--- config.mk ---
export PLATFORM = sky130hd
export DESIGN_NAME = dtc_feature_feeder
export DESIGN_NICKNAME = d
export VERILOG_FILES = /design/src/rtl/dtc_feature_feeder.sv
export SDC_FILE = /design/constraint.sdc
export NUM_CORES = 1
export LEC_CHECK = 0
export BUFFER_PORTS_ARGS = -buffer_cell sky130_fd_sc_hd__buf_2
export CORE_ASPECT_RATIO = 0.75
export CORE_UTILIZATION = 40
export CTS_CLUSTER_SIZE = 16
export DETAILED_ROUTE_END_ITERATION = 10
export GPL_TIMING_DRIVEN = 0
export PLACE_DENSITY_LB_ADDON = 0.2
export SETUP_SLACK_MARGIN = 0.1
export SYNTH_ARGS = -nofsm -noshare
export SYNTH_HDL_FRONTEND = slang
export SYNTH_SLANG_ARGS = --single-unit
--- constraint.sdc ---
create_clock -name clk -period 2.15 [get_ports clk]
set_input_delay 0.5375 -clock clk [delete_from_list [all_inputs] [get_ports clk]]
set_output_delay 0.5375 -clock clk [all_outputs]
set_load 0.03 [all_outputs]
--- src/rtl/dtc_feature_feeder.sv ---
// -----------------------------------------------------------------------------
// dtc_feature_feeder
//
// Streaming front end for a combinational decision-tree classifier. Narrow
// feature beats (LSB beat first) are assembled into a full vector. The vector
// is driven onto feat_o for one EVAL cycle. At the end of that cycle the
// classifier's answer (class_i) is registered together with the vector and
// presented on a valid/ready result port. Framing errors and accepted results
// are counted.
//
// Ports
//   clk, rst_n            sole clock (rising edge), async active-low reset
//   s_valid/s_ready       input beat handshake
//   s_data [BEAT_W]       feature beat, LSB beat first
//   s_last                final beat of a vector
//   feat_o [N_FEAT]       assembled vector to the external classifier
//   class_i [CLS_W]       classifier result (combinational in feat_o)
//   m_valid/m_ready       result handshake
//   m_class [CLS_W]       registered class code
//   m_feat [N_FEAT]       vector that produced m_class
//   frame_err             one-cycle pulse after a mis-framed vector
//   err_cnt [8]           framing error count, saturating at 255
//   vec_cnt [CNT_W]       results accepted downstream, wrapping
// -----------------------------------------------------------------------------
module dtc_feature_feeder #(
  parameter int N_FEAT = 12,
  parameter int BEAT_W = 4,
  parameter int CLS_W  = 3,
  parameter int CNT_W  = 16
) (
  input  logic              clk,
  input  logic              rst_n,
  input  logic              s_valid,
  output logic              s_ready,
  input  logic [BEAT_W-1:0] s_data,
  input  logic              s_last,
  output logic [N_FEAT-1:0] feat_o,
  input  logic [CLS_W-1:0]  class_i,
  output logic              m_valid,
  input  logic              m_ready,
  output logic [CLS_W-1:0]  m_class,
  output logic [N_FEAT-1:0] m_feat,
  output logic              frame_err,
  output logic [7:0]        err_cnt,
  output logic [CNT_W-1:0]  vec_cnt
);

  localparam int BEATS  = N_FEAT / BEAT_W;
  localparam int BCNT_W = (BEATS > 1) ? $clog2(BEATS) : 1;
  localparam logic [BCNT_W-1:0] LAST_IDX = BCNT_W'(BEATS - 1);

  typedef enum logic {
    COLLECT = 1'b0,
    EVAL    = 1'b1
  } state_e;

  state_e              state_q, state_d;
  logic [BCNT_W-1:0]   bcnt_q, bcnt_d;
  logic [N_FEAT-1:0]   shadow_q, shadow_d;
  logic [N_FEAT-1:0]   feat_q, feat_d;
  logic                m_valid_q, m_valid_d;
  logic [CLS_W-1:0]    m_class_q, m_class_d;
  logic [N_FEAT-1:0]   m_feat_q, m_feat_d;
  logic                frame_err_q, frame_err_d;
  logic [7:0]          err_cnt_q, err_cnt_d;
  logic [CNT_W-1:0]    vec_cnt_q, vec_cnt_d;

  logic                is_final;
  logic                beat_acc;
  logic [N_FEAT-1:0]   assembled;

  assign is_final = (bcnt_q == LAST_IDX);

  // A final beat may only complete a vector when the result register can take
  // it: either empty or being drained on this very edge. Non-final beats of
  // the next vector keep flowing while a result waits.
  assign s_ready  = rst_n && (state_q == COLLECT) &&
                    !(is_final && m_valid_q && !m_ready);
  assign beat_acc = s_valid && s_ready;

  // NOTE: every variable driven here gets a default first, so no path leaves
  // it unassigned and no latch is inferred.
  always_comb begin
    state_d     = state_q;
    bcnt_d      = bcnt_q;
    shadow_d    = shadow_q;
    feat_d      = feat_q;
    m_valid_d   = m_valid_q;
    m_class_d   = m_class_q;
    m_feat_d    = m_feat_q;
    frame_err_d = 1'b0;
    err_cnt_d   = err_cnt_q;
    vec_cnt_d   = vec_cnt_q;

    // Shadow with the current beat merged in; becomes feat_o on a good final beat.
    assembled = shadow_q;
    assembled[bcnt_q*BEAT_W +: BEAT_W] = s_data;

    // Drain first; an EVAL reload below overrides the clear on the same edge.
    if (m_valid_q && m_ready) begin
      m_valid_d = 1'b0;
      vec_cnt_d = vec_cnt_q + CNT_W'(1);
    end

    unique case (state_q)
      COLLECT: begin
        if (beat_acc) begin
          shadow_d = assembled;
          if (is_final && s_last) begin
            feat_d  = assembled;
            bcnt_d  = '0;
            state_d = EVAL;
          end else if (s_last || is_final) begin
            // Early s_last, or final beat without s_last: drop the frame.
            bcnt_d      = '0;
            frame_err_d = 1'b1;
            if (err_cnt_q != 8'hFF) err_cnt_d = err_cnt_q + 8'd1;
          end else begin
            bcnt_d = bcnt_q + BCNT_W'(1);
          end
        end
      end
      EVAL: begin
        // class_i has had this whole cycle to settle on feat_o.
        m_class_d = class_i;
        m_feat_d  = feat_q;
        m_valid_d = 1'b1;
        state_d   = COLLECT;
      end
      default: state_d = COLLECT;
    endcase
  end

  // NOTE: sequential state uses non-blocking assignments so every register
  // samples the pre-edge value of every other register.
  // NOTE: all storage here is a handful of flops, so every register, the
  // shadow included, is reset; a mid-vector reset leaves nothing stale.
  always_ff @(posedge clk or negedge rst_n) begin
    if (!rst_n) begin
      state_q     <= COLLECT;
      bcnt_q      <= '0;
      shadow_q    <= '0;
      feat_q      <= '0;
      m_valid_q   <= 1'b0;
      m_class_q   <= '0;
      m_feat_q    <= '0;
      frame_err_q <= 1'b0;
      err_cnt_q   <= '0;
      vec_cnt_q   <= '0;
    end else begin
      state_q     <= state_d;
      bcnt_q      <= bcnt_d;
      shadow_q    <= shadow_d;
      feat_q      <= feat_d;
      m_valid_q   <= m_valid_d;
      m_class_q   <= m_class_d;
      m_feat_q    <= m_feat_d;
      frame_err_q <= frame_err_d;
      err_cnt_q   <= err_cnt_d;
      vec_cnt_q   <= vec_cnt_d;
    end
  end

  assign feat_o    = feat_q;
  assign m_valid   = m_valid_q;
  assign m_class   = m_class_q;
  assign m_feat    = m_feat_q;
  assign frame_err = frame_err_q;
  assign err_cnt   = err_cnt_q;
  assign vec_cnt   = vec_cnt_q;

endmodule

; ---- Yosys cells after proc, flatten, opt, wreduce, memory -nomap -nowiden
; Cells that the tools add are included.
[totals]
regBits = 68
input_bits = 12
[op_classes]
shifts = 2
mux = 12
n_eq_ne = 2
add_sub_neg = 4
reduce_logical = 14
bitwise = 2
[op_table]
columns = operator, n
row1 = 4-bit negator with 34-bit output, 1
row2 = "4-bit by 34-bit variable shift with 12-bit output, first input constant", 1
row3 = 4-bit by 34-bit variable part select with 12-bit output, 1
row4 = "16-bit by 1-bit adder with 16-bit output, second input constant", 1
row5 = 12-bit bitwise mux, 1
row6 = "8-bit by 1-bit adder with 8-bit output, second input constant", 1
row7 = 1-bit 2-to-1 mux, 8
row8 = "8-bit inequality test, second input constant", 1
row9 = 1-bit logical AND, 7
row10 = 5-bit AND reduction, 1
row11 = 2-bit 2-to-1 mux, 2
row12 = 3-bit AND reduction, 1
row13 = "2-bit by 1-bit adder with 2-bit output, second input constant", 1
row14 = "2-bit == test, second input constant", 1
row15 = 1-bit zero test, 2
row16 = 1-bit NOT, 2
row17 = 1-bit one-hot mux with 2 select lines, 1
row18 = 2-bit AND reduction, 1
row19 = 2-bit nonzero test, 1
row20 = 1-bit logical OR, 1

; ---- Longest topological paths before layout
[logic_depth]
ltp_word = 8
mapped_depth = 8

; ---- Worst setup path after synthesis
; Ideal clock, no wire load.
[synth_path]
path_kind = reg2reg
from = register bcnt_q[0]
to = register err_cnt_q[6] (netlist: err_cnt[6])
arrival_time_ns = 1.974
setup_time_ns = 0.125
synth_period_minus_slack_ns = 2.099
stages_incl_launch_ff = 9
setup_slack_ns = 0.051
required_ns = 2.025
path_cell_list = dfrtp_1 > inv_1 > ha_1 > inv_1 > ha_1 > nor3_2 > nand3_4 > nor3_1 > mux2_2
[synth_via]
elab_chain_cells = 7
[synth_lines]
columns = item, line_no
row1 = from (decl), 58  ; logic [BCNT_W-1:0] bcnt_q, bcnt_d;
row2 = from (signal assigned), 152  ; bcnt_q <= bcnt_d;
row3 = 2-bit == test (*), 72  ; assign is_final = (bcnt_q == LAST_IDX);
row4 = 1-bit logical AND (2 in a row), 78  ; !(is_final && m_valid_q && !m_ready);
row5 = 1-bit zero test, 78
row6 = 1-bit logical AND, 77  ; assign s_ready = rst_n && (state_q == COLLECT) &&
row7 = 1-bit logical AND, 79  ; assign beat_acc = s_valid && s_ready;
row8 = 5-bit AND reduction (no line) (*), -
row9 = to (signal assigned), 159  ; err_cnt_q <= err_cnt_d;
row10 = to (decl), 65  ; logic [7:0] err_cnt_q, err_cnt_d;
; Every way passes the cells marked *; elsewhere a longest branch is shown, timed or not.
; A chain may end at the register's enable or synchronous reset.

; ---- Worst setup path in the final report
[layout_path]
from = register bcnt_q[0]
to = output port s_ready
[layout_via]
elab_chain_cells = 5
[layout_lines]
columns = item, line_no
row1 = 2-bit == test, 72
row2 = 1-bit logical AND (2 in a row), 78
row3 = 1-bit zero test, 78
row4 = 1-bit logical AND, 77
row5 = to (decl), 34  ; output logic s_ready,
; Every way passes these cells.

==> reports/metrics.cfg <==
[outcome]
status=completed

[timing]
maxSlewHeadroom_pct=52.7
fmax_mhz=503
finalMaxSlewViolations=0
min_period_ns=1.99
final.setup.tns_ns=0
setup_violations=0
rsz0062_at_grt=yes
timing.final.ws_setup_ns=0.163
clock-skew-final_ns=0.00690
finalHoldViolCount=0
fin_crit_sh_pct=92.4
worst-slew-pin-transition_ns=0.707

[grt]
grt_start_max_net_pins=71
global_route_wire_length_before_repair_um=10000
groute.usage.overall_pct=16.7
first_global_vias=2029
antenna_found_initial=0
global_route.overflow_total=0

[synthesis]
synth.distinct_cells=35
synth_top_area_cell=sky130_fd_sc_hd__dfrtp_1
synth_area_um2=2980
synth.yosys.warnings=0
syn_area_per_cell_um2=12.1
netlist_instances=246
synth.area.top_cells=sky130_fd_sc_hd__dfrtp_1 (57%), sky130_fd_sc_hd__mux2_2 (6.8%), sky130_fd_sc_hd__xor2_1 (3.5%), sky130_fd_sc_hd__ha_1 (3.4%), sky130_fd_sc_hd__nand2_1 (2.9%)
ys_ff_latch=68
post-synth-top-area-fraction_pct=57.2
nets_in_the_synthesized_netlist=266
synth_sequential_area_ratio_pct=57.2

[pwr]
intPower_mw=2.57
totalPowerFinal_mw=3.90
pwr-share-clk_pct=28.8
ir_drop_mv=0.554
sw_frac_of_total_pct=34.1
comb_power_share_pct=28.2
powerDensity_nw_per_um2=1040
p_seq_share_pct=43.0
p_leak_nw=1.89
netSwitchingPower_mw=1.33

[final_layout]
layout-drive-gt1-share_pct=36.6
nets_finish=348
finalNonFillerCells=431
final_core_utilization_pct=53.4
n_antenna_cell=0
syn2layout_area_growth_pct=25.6

[clocking]
clk_pin_slew_worst_paths_ns=0.07
cts-htree-levels=3
clockBufferDepth=2
root_buffer=sky130_fd_sc_hd__clkbuf_8
ctsHoldBuffers=0
cts_inserted_buffers=9
clock_sinks=68
tritoncts=done
insertion_delay_ns=0.33

[setup_path]
cell_chain_critical_path=inv_2, ha_4, nand3b_1, and3b_1, buf_4
worst-endpoint-required_ns=1.61
critical-path-max-stage-delay_ns=0.39
cp-end-kind=primary output
timing.critical_path.fanout_max=5
criticalPathCategory=flop to primary output
setup.worst_path.start_class=flop
worstPathArrival_ns=1.45
worst_path_max_delay_cell=sky130_fd_sc_hd__dfrtp_1

[placed_design]
pre_cts_slack_ns=-0.395
place.detailed.hpwl_um=4270
placed_cells=409
portBuffers=65
place.gp.congestion=0.777

[floorplan]
io_pins=66
initial_standard_cell_utilization_of_the_core_pct=42.6
die_h_um=76.7
area_of_the_die_um2=7790
die_w_um=102
design.core.area_um2=6990
rows=26

[drt]
dr.pass1.iters=4
route.vias.total=2152
drtAntennaViolNets=0
drt_iter0_drc=139
post-route-drc-count=0
post_drt_wl_per_cell_um=14.0
route.final.wire_length_um=6040
routed_via_density=4.99

[job]
max_cap_viols=0

[worst_hold_path]
hold_path.class=input port to asynchronous set/reset pin

[cells in the mapped netlist]
cell / number
sky130_fd_sc_hd__a21o_1: 1
sky130_fd_sc_hd__a21oi_1: 8
sky130_fd_sc_hd__a22o_1: 4
sky130_fd_sc_hd__a22oi_1: 4
sky130_fd_sc_hd__a32o_1: 8
sky130_fd_sc_hd__and2_1: 1
sky130_fd_sc_hd__and3_1: 5
sky130_fd_sc_hd__and3b_1: 1
sky130_fd_sc_hd__and3b_2: 1
sky130_fd_sc_hd__and4_1: 1
sky130_fd_sc_hd__and4b_1: 1
sky130_fd_sc_hd__buf_2: 2
sky130_fd_sc_hd__buf_6: 2
sky130_fd_sc_hd__clkbuf_1: 3
sky130_fd_sc_hd__dfrtp_1: 68
sky130_fd_sc_hd__ha_1: 8
sky130_fd_sc_hd__inv_1: 8
sky130_fd_sc_hd__mux2_2: 18
sky130_fd_sc_hd__nand2_1: 23
sky130_fd_sc_hd__nand2b_1: 1
sky130_fd_sc_hd__nand3_1: 9
sky130_fd_sc_hd__nand3_4: 1
sky130_fd_sc_hd__nand3b_1: 1
sky130_fd_sc_hd__nand4_1: 6
sky130_fd_sc_hd__nor2_1: 4
sky130_fd_sc_hd__nor2b_1: 8
sky130_fd_sc_hd__nor3_1: 3
sky130_fd_sc_hd__nor3_2: 2
sky130_fd_sc_hd__nor3b_1: 1
sky130_fd_sc_hd__nor4_1: 3
sky130_fd_sc_hd__nor4b_2: 2
sky130_fd_sc_hd__nor4bb_1: 1
sky130_fd_sc_hd__o21ai_0: 16
sky130_fd_sc_hd__xnor2_1: 9
sky130_fd_sc_hd__xor2_1: 12
[registers in the layout, indices dropped and copies added (netlist names)]
signal,cells
m_class,3
feat_o,12
m_valid,1
m_feat,12
bcnt_q,2
vec_cnt,16
err_cnt,8
frame_err,1
state_q,1
shadow_q,12
[worst max-delay path: cells and delay by family (launching register included)]
family / cells / cell delay, ns
and+or+nand+nor: 2 / 0.29
buffers and inverters: 2 / 0.28
DFF: 1 / 0.39
adders and majority gates: 1 / 0.16
[worst paths after layout]
kind,startpoint,to,slack [ns],depth (start not counted)
worst max register to register,bcnt_q[0],err_cnt[1],0.21,8
max in group asynchronous,rst_n,err_cnt[7],1.63,1
worst min-delay path,rst_n,shadow_q[0],0.16,1
worst min register to register,vec_cnt[15],vec_cnt[15],0.48,1
worst max-delay path,bcnt_q[0],s_ready,0.16,5
min in group clk,class_i[2],m_class[2],0.43,2
[per-stage QoR]
step                instance area [um2]  hold WS, ns
CTS                                3710        0.164
global placement                   3420        0.469
global route                       3740        0.176
floorplan                          2980        0.242
detailed placement                 3430        0.474
finish                             3740        0.158
[placed cells by master, fill, tap and decap left out, types with 3 or more instances in the layout]
cell type	synthesis	final
sky130_fd_sc_hd__ha_1	8	6
sky130_fd_sc_hd__xnor2_1	9	9
sky130_fd_sc_hd__a21oi_1	8	8
sky130_fd_sc_hd__mux2_2	18	18
sky130_fd_sc_hd__o21ai_0	16	16
sky130_fd_sc_hd__a22o_1	4	4
sky130_fd_sc_hd__nor2_1	4	3
sky130_fd_sc_hd__clkbuf_1	3	3
sky130_fd_sc_hd__dfrtp_1	68	68
sky130_fd_sc_hd__buf_2	2	65
sky130_fd_sc_hd__nand3_1	9	9
sky130_fd_sc_hd__clkbuf_8	0	9
sky130_fd_sc_hd__nand2_1	23	23
sky130_fd_sc_hd__nor2b_1	8	8
sky130_fd_sc_hd__xor2_1	12	12
sky130_fd_sc_hd__a22oi_1	4	4
sky130_fd_sc_hd__a32o_1	8	8
sky130_fd_sc_hd__and3_1	5	5
sky130_fd_sc_hd__inv_1	8	6
sky130_fd_sc_hd__buf_4	0	8
sky130_fd_sc_hd__nand4_1	6	6
[what timing repair did]
item	4_1_cts	5_1_grt
endpoints found under the setup margin	33	5
pin swaps	1	3
resized for setup	14	1
buffers inserted	2	4
[layout make-up]
cell class	instances	area [um2]
fillers	622	3260
flip-flops and latches	68	1700
multi-input cells	163	1240
repair buffers	71	383
clock buffers	10	128
well taps	98	123
clock inverters	6	88.8
plain buffers	7	47.5
inverters	8	30.0
[cell families after synthesis]
family	Yosys count	synth area share, %
XOR/XNOR	21	6.18
buffers and inverters	15	2.48
AND/OR/NAND/NOR	75	14.8
adder cells (fa/ha/maj)	8	3.36
multiplexers	18	6.81
flip-flops	68	57.2
AO/OA/AOI/OAI	41	9.16
[power groups by stage]
stage,clock network (mW),logic (mW),registers [mW]
2_1_floorplan,0,0.439,1.98
3_5_place_dp,0,1.05,1.70
3_3_place_gp,0,1.04,1.69
5_1_grt,1.23,1.20,1.72
4_1_cts,1.16,1.09,1.68
6_report,1.12,1.10,1.68
[routing by layer]
metal / up-vias / track usage, % / share of wire [%]
met1: 1041 / 24.4 / 50
met4: 0 / 6.23 / 1.1
met5: - / 0 / 0
met3: 7 / 5.20 / 5.0
met2: 57 / 23.0 / 43
li1: 1047 / - / -
No activity file was read; power rests on OpenSTA's default activity.
